<file path="config.mk">
export PLATFORM = sky130hd
export DESIGN_NAME = seq_right_shifter
export DESIGN_NICKNAME = d
export VERILOG_FILES = /design/src/rtl/shifter_pkg.sv /design/src/rtl/seq_right_shifter.sv
export SDC_FILE = /design/constraint.sdc
export NUM_CORES = 1
export LEC_CHECK = 0
export CELL_PAD_IN_SITES_DETAIL_PLACEMENT = 1
export CELL_PAD_IN_SITES_GLOBAL_PLACEMENT = 1
export CORE_MARGIN = 2
export CORE_UTILIZATION = 42
export DETAILED_ROUTE_END_ITERATION = 8
export GPL_TIMING_DRIVEN = 0
export PLACE_DENSITY_LB_ADDON = 0.25
export REMOVE_ABC_BUFFERS = 1
export SLEW_MARGIN = 0
export SYNTH_ARGS = -nofsm -noshare
export SYNTH_HDL_FRONTEND = slang
export SYNTH_SLANG_ARGS = --single-unit
</file>
<file path="constraint.sdc">
create_clock -name clk -period 2.4 [get_ports clk]
set_input_delay 0.48 -clock clk [delete_from_list [all_inputs] [get_ports clk]]
set_output_delay 0.48 -clock clk [all_outputs]
set_load 0.01 [all_outputs]
</file>
<file path="src/rtl/shifter_pkg.sv">
// Shared constants for the registered shifter family (left, right, rotate).
package shifter_pkg;

    // FSM state encoding shared across the shifter blocks
    localparam logic [1:0] ST_IDLE  = 2'd0;
    localparam logic [1:0] ST_SHIFT = 2'd1;
    localparam logic [1:0] ST_DONE  = 2'd2;

    // Shift fill mode
    localparam logic SH_LOGICAL = 1'b0;
    localparam logic SH_ARITH   = 1'b1;

    typedef enum logic [1:0] {
        S_IDLE  = ST_IDLE,
        S_SHIFT = ST_SHIFT,
        S_DONE  = ST_DONE
    } shift_state_e;

endpackage

</file>
<file path="src/rtl/seq_right_shifter.sv">
// Multi-cycle right shifter: one bit position per clock, logical or
// arithmetic fill, with last-out and sticky bits for rounding logic.
module seq_right_shifter
    import shifter_pkg::*;
#(
    parameter int WIDTH = 8,
    parameter int SHW   = 3
) (
    input  logic             clk,
    input  logic             rst_n,
    input  logic             start,
    input  logic [WIDTH-1:0] I,
    input  logic [SHW-1:0]   Shift,
    input  logic             arith,
    output logic             busy,
    output logic             done,
    output logic [WIDTH-1:0] X,
    output logic             last_out,
    output logic             sticky
);

    shift_state_e     state_q;
    logic [WIDTH-1:0] data_q;
    logic [SHW-1:0]   cnt_q;
    logic             mode_q;
    logic             lo_q;
    logic             st_q;
    logic [WIDTH-1:0] x_q;
    logic             busy_q;
    logic             done_q;
    logic             last_q;
    logic             sticky_q;

    // One-step shift of the working register; the sign bit is re-copied
    // each step so the captured sign persists through the whole operation.
    logic             fill_d;
    logic [WIDTH-1:0] data_d;

    assign fill_d = (mode_q == SH_ARITH) ? data_q[WIDTH-1] : 1'b0;
    assign data_d = {fill_d, data_q[WIDTH-1:1]};

    // Control FSM plus datapath; all outputs are registered here
    always_ff @(posedge clk or negedge rst_n) begin
        if (!rst_n) begin
            state_q  <= S_IDLE;
            data_q   <= '0;
            cnt_q    <= '0;
            mode_q   <= SH_LOGICAL;
            lo_q     <= 1'b0;
            st_q     <= 1'b0;
            x_q      <= '0;
            busy_q   <= 1'b0;
            done_q   <= 1'b0;
            last_q   <= 1'b0;
            sticky_q <= 1'b0;
        end else begin
            done_q <= 1'b0;
            case (state_q)
                S_IDLE: begin
                    if (start) begin
                        data_q  <= I;
                        cnt_q   <= Shift;
                        mode_q  <= arith;
                        lo_q    <= 1'b0;
                        st_q    <= 1'b0;
                        busy_q  <= 1'b1;
                        state_q <= (Shift != '0) ? S_SHIFT : S_DONE;
                    end
                end
                S_SHIFT: begin
                    lo_q   <= data_q[0];
                    st_q   <= st_q | data_q[0];
                    data_q <= data_d;
                    cnt_q  <= cnt_q - 1'b1;
                    if (cnt_q == SHW'(1)) begin
                        state_q <= S_DONE;
                    end
                end
                S_DONE: begin
                    x_q      <= data_q;
                    last_q   <= lo_q;
                    sticky_q <= st_q;
                    done_q   <= 1'b1;
                    busy_q   <= 1'b0;
                    state_q  <= S_IDLE;
                end
                default: begin
                    state_q <= S_IDLE;
                end
            endcase
        end
    end

    assign busy     = busy_q;
    assign done     = done_q;
    assign X        = x_q;
    assign last_out = last_q;
    assign sticky   = sticky_q;

endmodule

</file>
* Word-level counts from Yosys, hierarchy flattened
Cells that the tools add are included.
Word-level totals: flip-flop bits (word level) 28, input port bits 15
Operators by class: $add $sub $neg 1, equality and inequality tests 6, muxes and demuxes 15, bitwise operators 1, reductions and logical operators 9
Operators with widths (count):
- $pmux 8 s2 | 1
- $mux 8 | 1
- $reduce_and 2->1 | 4
- $mux 2 | 3
- $ne 2x2->1 const B | 3
- $pmux 1 s2 | 3
- $pmux 3 s2 | 1
- $mux 1 | 4
- $pmux 2 s2 | 1
- $reduce_bool 2->1 | 2
- $eq 3x1->1 const B | 1
- $mux 3 | 1
- $reduce_and 3->1 | 1
- $reduce_bool 3->1 | 1
- $sub 3x1->3 const B | 1
- $eq 2x1->1 const B | 1
- $eq 2x2->1 const B | 1
- $logic_not 2->1 | 1
- $or 1x1->1 | 1

* Logic depth before layout (Yosys ltp)
Gate-level depths: netlist of run 1.
depth after elaboration 4, gate-level depth with buffers 5, gate-level depth less buffers 5

* Worst setup path after synthesis of run 1
No wires, ideal clock.
kind register to register, start register state_q[1], end register mode_q, arrival 1050 ps, slack 1225 ps, cell stages (with the launch flop) 5, buffers on the path 1, clock period less this slack 1175 ps, cells stage by stage dfrtp_1 -> buf_4 -> nand2b_4 -> nor2_1 -> mux2_2
On the way: word-level cells in the longest chain between the ends 2
Ends and longest elaborated chain:
- start: declaration | RTL line seq_right_shifter.sv:22 | shift_state_e state_q;
- start signal: assignment | RTL line seq_right_shifter.sv:67 | state_q <= (Shift != '0) ? S_SHIFT : S_DONE;
- $logic_not 2->1 | RTL line seq_right_shifter.sv:58 | case (state_q)
- $reduce_and 2->1 (no source line)
- end signal: assignment | RTL line seq_right_shifter.sv:63 | mode_q <= arith;
- end: declaration | RTL line seq_right_shifter.sv:25 | logic mode_q;
No other way between the ends. A chain may end at the register's enable or synchronous reset.

* Worst setup path after layout of run 1
start input start, end register data_q[7]
On the way: word-level cells in the longest chain between the ends 2
Ends and longest elaborated chain:
- start: declaration | RTL line seq_right_shifter.sv:11 | input logic start,
- $ne 2x2->1 (no source line)
- $reduce_and 3->1 (no source line)
- end signal: assignment | RTL line seq_right_shifter.sv:73 | data_q <= data_d;
- end: declaration | RTL line seq_right_shifter.sv:23 | logic [WIDTH-1:0] data_q;
No other way between the ends.

==> reports/metrics.csv, run 1 <==
metric,value,unit
via_per_inst,5.24,
synthCells,121,
finalCriticalPeriod,2.09,ns
finalHoldViolCount,0,
ys_ff_latch,28,
grt-ovfl-total,0,
synthMuxAreaShare,10.2,%
crit_slowest_cell,clkdlybuf4s50_1,
fp.dieH,60.8,microns
power.density,1200,mW/mm^2
place_ws,-0.0502,ns
final_nets,161,
hold_buffers,0,
critPathArrivalTime,2.35,ns
crit_chain,clkdlybuf4s50_1 -> nor2b_1 -> a2bb2oi_1 -> o22ai_1,
drc,0,
portBuffers,26,
slew-limit-headroom,52.4,%
synth_compound_area_share,18.2,%
grt_pass1_wl,4.80,mm
setup_viol,0,
detailed_place_hpwl,2.01,mm
synth_top_family_by_area,compound AO/OA/AOI/OAI gates,
drt_first_pass_iters,4,
clock_sinks,28,
r2r_slack,0.64,ns
p_clk_share,12.0,%
synthFlopType,dfrtp_1,
worst_r2r_endpoint,cnt_q[1],
synthArstFlopShare,100,%
clk_path_buf_depth,2,
cts_tree,built,
place.gp.congestion,0.794,
synth-edff-count,0,
ant_nets,0,
synth.distinct_cells,25,
dieWidth,60.8,microns
avgRoutedWirePerCell,15.3,microns
hold_ws,0.154,ns
diodes,0,
slew_violations,0,
cts-root-buf,clkbuf_4,
finClkSkew,0.000800,ns
pwr-share-comb,42.4,%
fmax,0.478,GHz
grt_pass1_vias,998,
cp.required,2.66,ns
antenna_found_initial,0,
post_cts_resize_count,0,
worst_pin_slew,0.712,ns
cp_max_fo,15,
layout_setup_ws,0.309,ns
drt-total-wl,2.87,mm
finalCritPeriodShare,87.1,%
rr_startpoint,state_q[0],
final_common_cell,dfrtp_1,
internal-power,1.25,mW
row_count,20,
core-area,0.00305,sq mm
r2r_cells,3,
ys_seq_area_share,51.7,%
worstPathBufferInverterCount,1,
startpoint_type,input port,
drv_cap,0,
p_sw_share,36.2,%
grtUsageTotal,17.6,%
yosysWarnings,0,
hp-class,in2async,
path_delay_family,buffers and inverters,
io_pins,27,
rsz0062_at_grt,false,
peakVddDrop,0.515,mV
pwr-share-seq,45.6,%
dr_total_vias,979,
netlist_area,0.00136,sq mm
cts.clk_slew.worst_paths,0.15,ns
initial_core_util,44.4,%
area_growth,21.1,%
switchingPower,0.711,mW
yosys.area_share.simple,11.4,%
dieArea,0.00370,sq mm
synth_xor_area_share,0,%
n_fill_cell,355,
drive_gt1_share,12.6,%
dr.first_iter.drc_count,18,
most-common-layout-cells,"dfrtp_1 (28), clkdlybuf4s50_1 (25), a21oi_1 (12)",
cp_slowest_stage_delay,0.88,ns
p_leak,0.737,nW
postCtsSetupBuffers,0,
synth_fa_ha_area_share,1.85,%
cts.htree.levels,1,
status,finished clean,
clock_latency,0.32,ns
final_core_util,53.8,%
crit_type,in2reg,
tritoncts.num_buffers,3,
cp-end-kind,flip-flop,
startpoint,start,
syn_avg_cell_area,11.2,sq um
grt_max_degree,29,
-- logic make-up after synthesis --
logic type / after synthesis
fa+ha+maj: 2
simple gates: 26
mux: 10
compound gates: 39
flops: 28
buf+inv: 16
-- worst register-to-register path: cells and delay by family, from the launching register on --
kind / cells / cell delay, ns
DFF: 1 / 0.76
and+or+nand+nor: 1 / 0.64
AOI/OAI and AO/OA: 2 / 0.29
-- cell usage after synthesis, types with 3 or more instances --
master / number / area [sq um]
buf_4: 3 / 22.5
mux2_4: 7 / 105
a22oi_1: 8 / 60.1
a21oi_1: 12 / 60.1
mux2_2: 3 / 33.8
o22ai_1: 3 / 18.8
dfrtp_1: 28 / 701
nor2_1: 7 / 26.3
inv_1: 8 / 30.0
nand2_1: 3 / 11.3
buf_2: 3 / 15.0
nor2b_1: 10 / 62.6
o21ai_1: 8 / 40.0
-- routing by layer --
layer	global-route usage, %	up-vias	routed length, microns
met5	0	-	0
met4	4.66	0	29
met3	2.99	4	107
met2	28.3	23	1360
met1	24.8	483	1380
li1	-	469	-
-- area by class of cell --
| type | count | area (sq um) | share of cell area [%] |
|---|---|---|---|
| sequential | 28 | 701 | 42.7 |
| multi-input combinational | 77 | 564 | 34.4 |
| tap | 44 | 55.1 | 3.35 |
| clock buffer | 4 | 36.3 | 2.21 |
| timing repair buffer | 26 | 255 | 15.5 |
| inverter | 8 | 30.0 | 1.83 |
-- power by group through the flow --
stage | sequential (mW) | clock (mW) | combinational, mW
after floorplan | 0.891 | 0 | 0.494
after global placement | 0.891 | 0 | 0.802
after detailed placement | 0.911 | 0 | 0.845
after CTS | 0.897 | 0.241 | 0.848
after global routing | 0.935 | 0.265 | 0.922
final | 0.895 | 0.236 | 0.831
-- how the worst max path moves through the flow --
stage / slack (ns) / cells after the start / end
finish: 0.31 / 4 / data_q[7]
global route: 0.21 / 4 / cnt_q[1]
CTS: 0.31 / 4 / data_q[7]
detailed placement: -0.05 / 4 / data_q[7]
global placement: -0.003 / 4 / data_q[7]
floorplan: 1.06 / 3 / cnt_q[1]
-- metrics by stage --
step,power (mW),TNS [ns],cell area [sq um],cells
after floorplan,1.38,0,1290,113
after global placement,1.69,-0.00333,1610,183
after detailed placement,1.76,-0.235,1610,183
after CTS,1.99,0,1650,187
after global routing,2.12,0,1640,187
final,1.96,0,1640,187
-- registers in the layout, summed over array words and instances, names as in the netlist --
name and count:
X 8, busy 1, cnt_q 3, data_q 8, done 1, last_out 1, lo_q 1, mode_q 1
st_q 1, state_q 2, sticky 1
Note: power is estimated with default switching activity, not from simulation.
==> inputs of run 2 (changes only) <==
- CORE_MARGIN: 2 -> unset
- RECOVER_POWER: unset -> 50
==> run 2 against run 1 <==
  * Global-route usage up 0.90 points
  * Clock power decreased by 22%
  * Clock skew rose by 0.0078 ns
  * Non-clock buffer count unchanged
  * Critical path depth unchanged
  * Via count up 1.4%
  * Combinational power is 3.1% lower
  * First-iteration DRC count up 39%
  * Register-to-register slack worse by 0.11 ns
  * Largest power group unchanged
==> reports/metrics.csv, run 2 (synthesized netlist as in run 1, its figures left out) <==
metric,value,unit
diodes,0,
io_pins,27,
cp_max_fo,15,
crit_type,in2reg,
place.gp.congestion,0.779,
ant_nets,0,
finalHoldViolCount,0,
final_common_cell,dfrtp_1,
clock_latency,0.31,ns
hold_buffers,0,
rr_startpoint,state_q[0],
drt_first_pass_iters,4,
grtUsageTotal,18.5,%
finalCritPeriodShare,89.6,%
regArea,701,sq um
r2r_cells,2,
multiInputGateArea,549,sq um
slew_violations,0,
clk_path_buf_depth,2,
power.density,1170,mW/mm^2
n_fill_cell,340,
hp-class,in2async,
cp-end-kind,flip-flop,
dr_total_vias,993,
cp.required,2.65,ns
cp_slowest_stage_delay,0.95,ns
most-common-layout-cells,"dfrtp_1 (28), clkdlybuf4s50_1 (24), a21oi_1 (12)",
portBuffers,26,
critPathArrivalTime,2.40,ns
row_count,20,
final_nets,161,
drive_gt1_share,9.15,%
fmax,0.465,GHz
grt_max_degree,29,
crit_chain,dlygate4sd3_1 -> nor2b_1 -> a2bb2oi_1 -> o21ai_1,
worst_r2r_endpoint,X[0],
slew-limit-headroom,1.49,%
core-area,0.00305,sq mm
tritoncts.num_buffers,3,
fp.dieH,58.8,microns
initial_core_util,44.4,%
cts.htree.levels,1,
finClkSkew,0.00861,ns
antenna_found_initial,0,
drv_cap,0,
cts-root-buf,clkbuf_4,
postCtsSetupBuffers,0,
dieWidth,58.8,microns
cts.clk_slew.worst_paths,0.14,ns
avgRoutedWirePerCell,14.6,microns
grt_pass1_wl,4.84,mm
peakVddDrop,0.636,mV
power.total,1.88,mW
rsz0062_at_grt,false,
cts_tree,built,
drc,0,
crit_slowest_cell,dlygate4sd3_1,
worst_pin_slew,1.48,ns
dieArea,0.00346,sq mm
drt-total-wl,2.72,mm
via_per_inst,5.34,
placed_area,0.00161,sq mm
setup_viol,0,
p_leak,0.714,nW
startpoint_type,input port,
dr.first_iter.drc_count,25,
final_cell_area,0.00161,sq mm
r2r_slack,0.53,ns
status,finished clean,
grt_pass1_vias,978,
clock_sinks,28,
final_core_util,52.8,%
grt-ovfl-total,0,
post_cts_resize_count,0,
finalCriticalPeriod,2.15,ns
detailed_place_hpwl,1.87,mm
area_growth,18.9,%
==> run 2: critical path: cells and delay by family <==
kind	cells	cell delay [ns]
AND/OR/NAND/NOR	1	0.62
AO/OA/AOI/OAI	2	0.34
buffers and inverters	1	0.95
==> run 2: final cells by class <==
class	count	share of cell area [%]
clock buffers	3	1.40
repair buffers	26	15.8
flip-flops and latches	28	43.5
inverters	8	1.86
well taps	44	3.42
multi-input cells	77	34.1
==> run 2: per-layer routing <==
layer	GRT usage, %	part of all wire (%)
met1	27.0	46
met3	2.86	4.1
met4	5.10	0.70
met2	28.6	49
met5	0	0
==> run 2: worst max-delay path by stage <==
stage	from	end	slack, ns	cells after the start
after floorplan	state_q[0]	cnt_q[1]	1.06	3
after global placement	start	data_q[7]	-0.008	4
after detailed placement	start	cnt_q[1]	-0.08	4
after CTS	start	cnt_q[1]	0.28	4
after global routing	start	data_q[7]	0.15	4
final	start	cnt_q[1]	0.25	4
==> run 2: report_power, final <==
group / leakage (nW) / internal [mW] / switching [mW]
Sequential: 0.353 / 0.677 / 0.214
Combinational: 0.347 / 0.460 / 0.345
Clock: 0.0138 / 0.0586 / 0.126
Total: 0.714 / 1.20 / 0.685
==> run 2: per-stage QoR <==
stage	setup TNS [ns]	worst slack (ns)	hold slack [ns]	instances
floorplan	0	1.06	0.184	113
global placement	-0.00814	-0.00814	0.468	183
detailed placement	-0.264	-0.0769	0.488	183
CTS	0	0.282	0.521	186
global route	0	0.152	0.548	186
finish	0	0.250	0.492	186
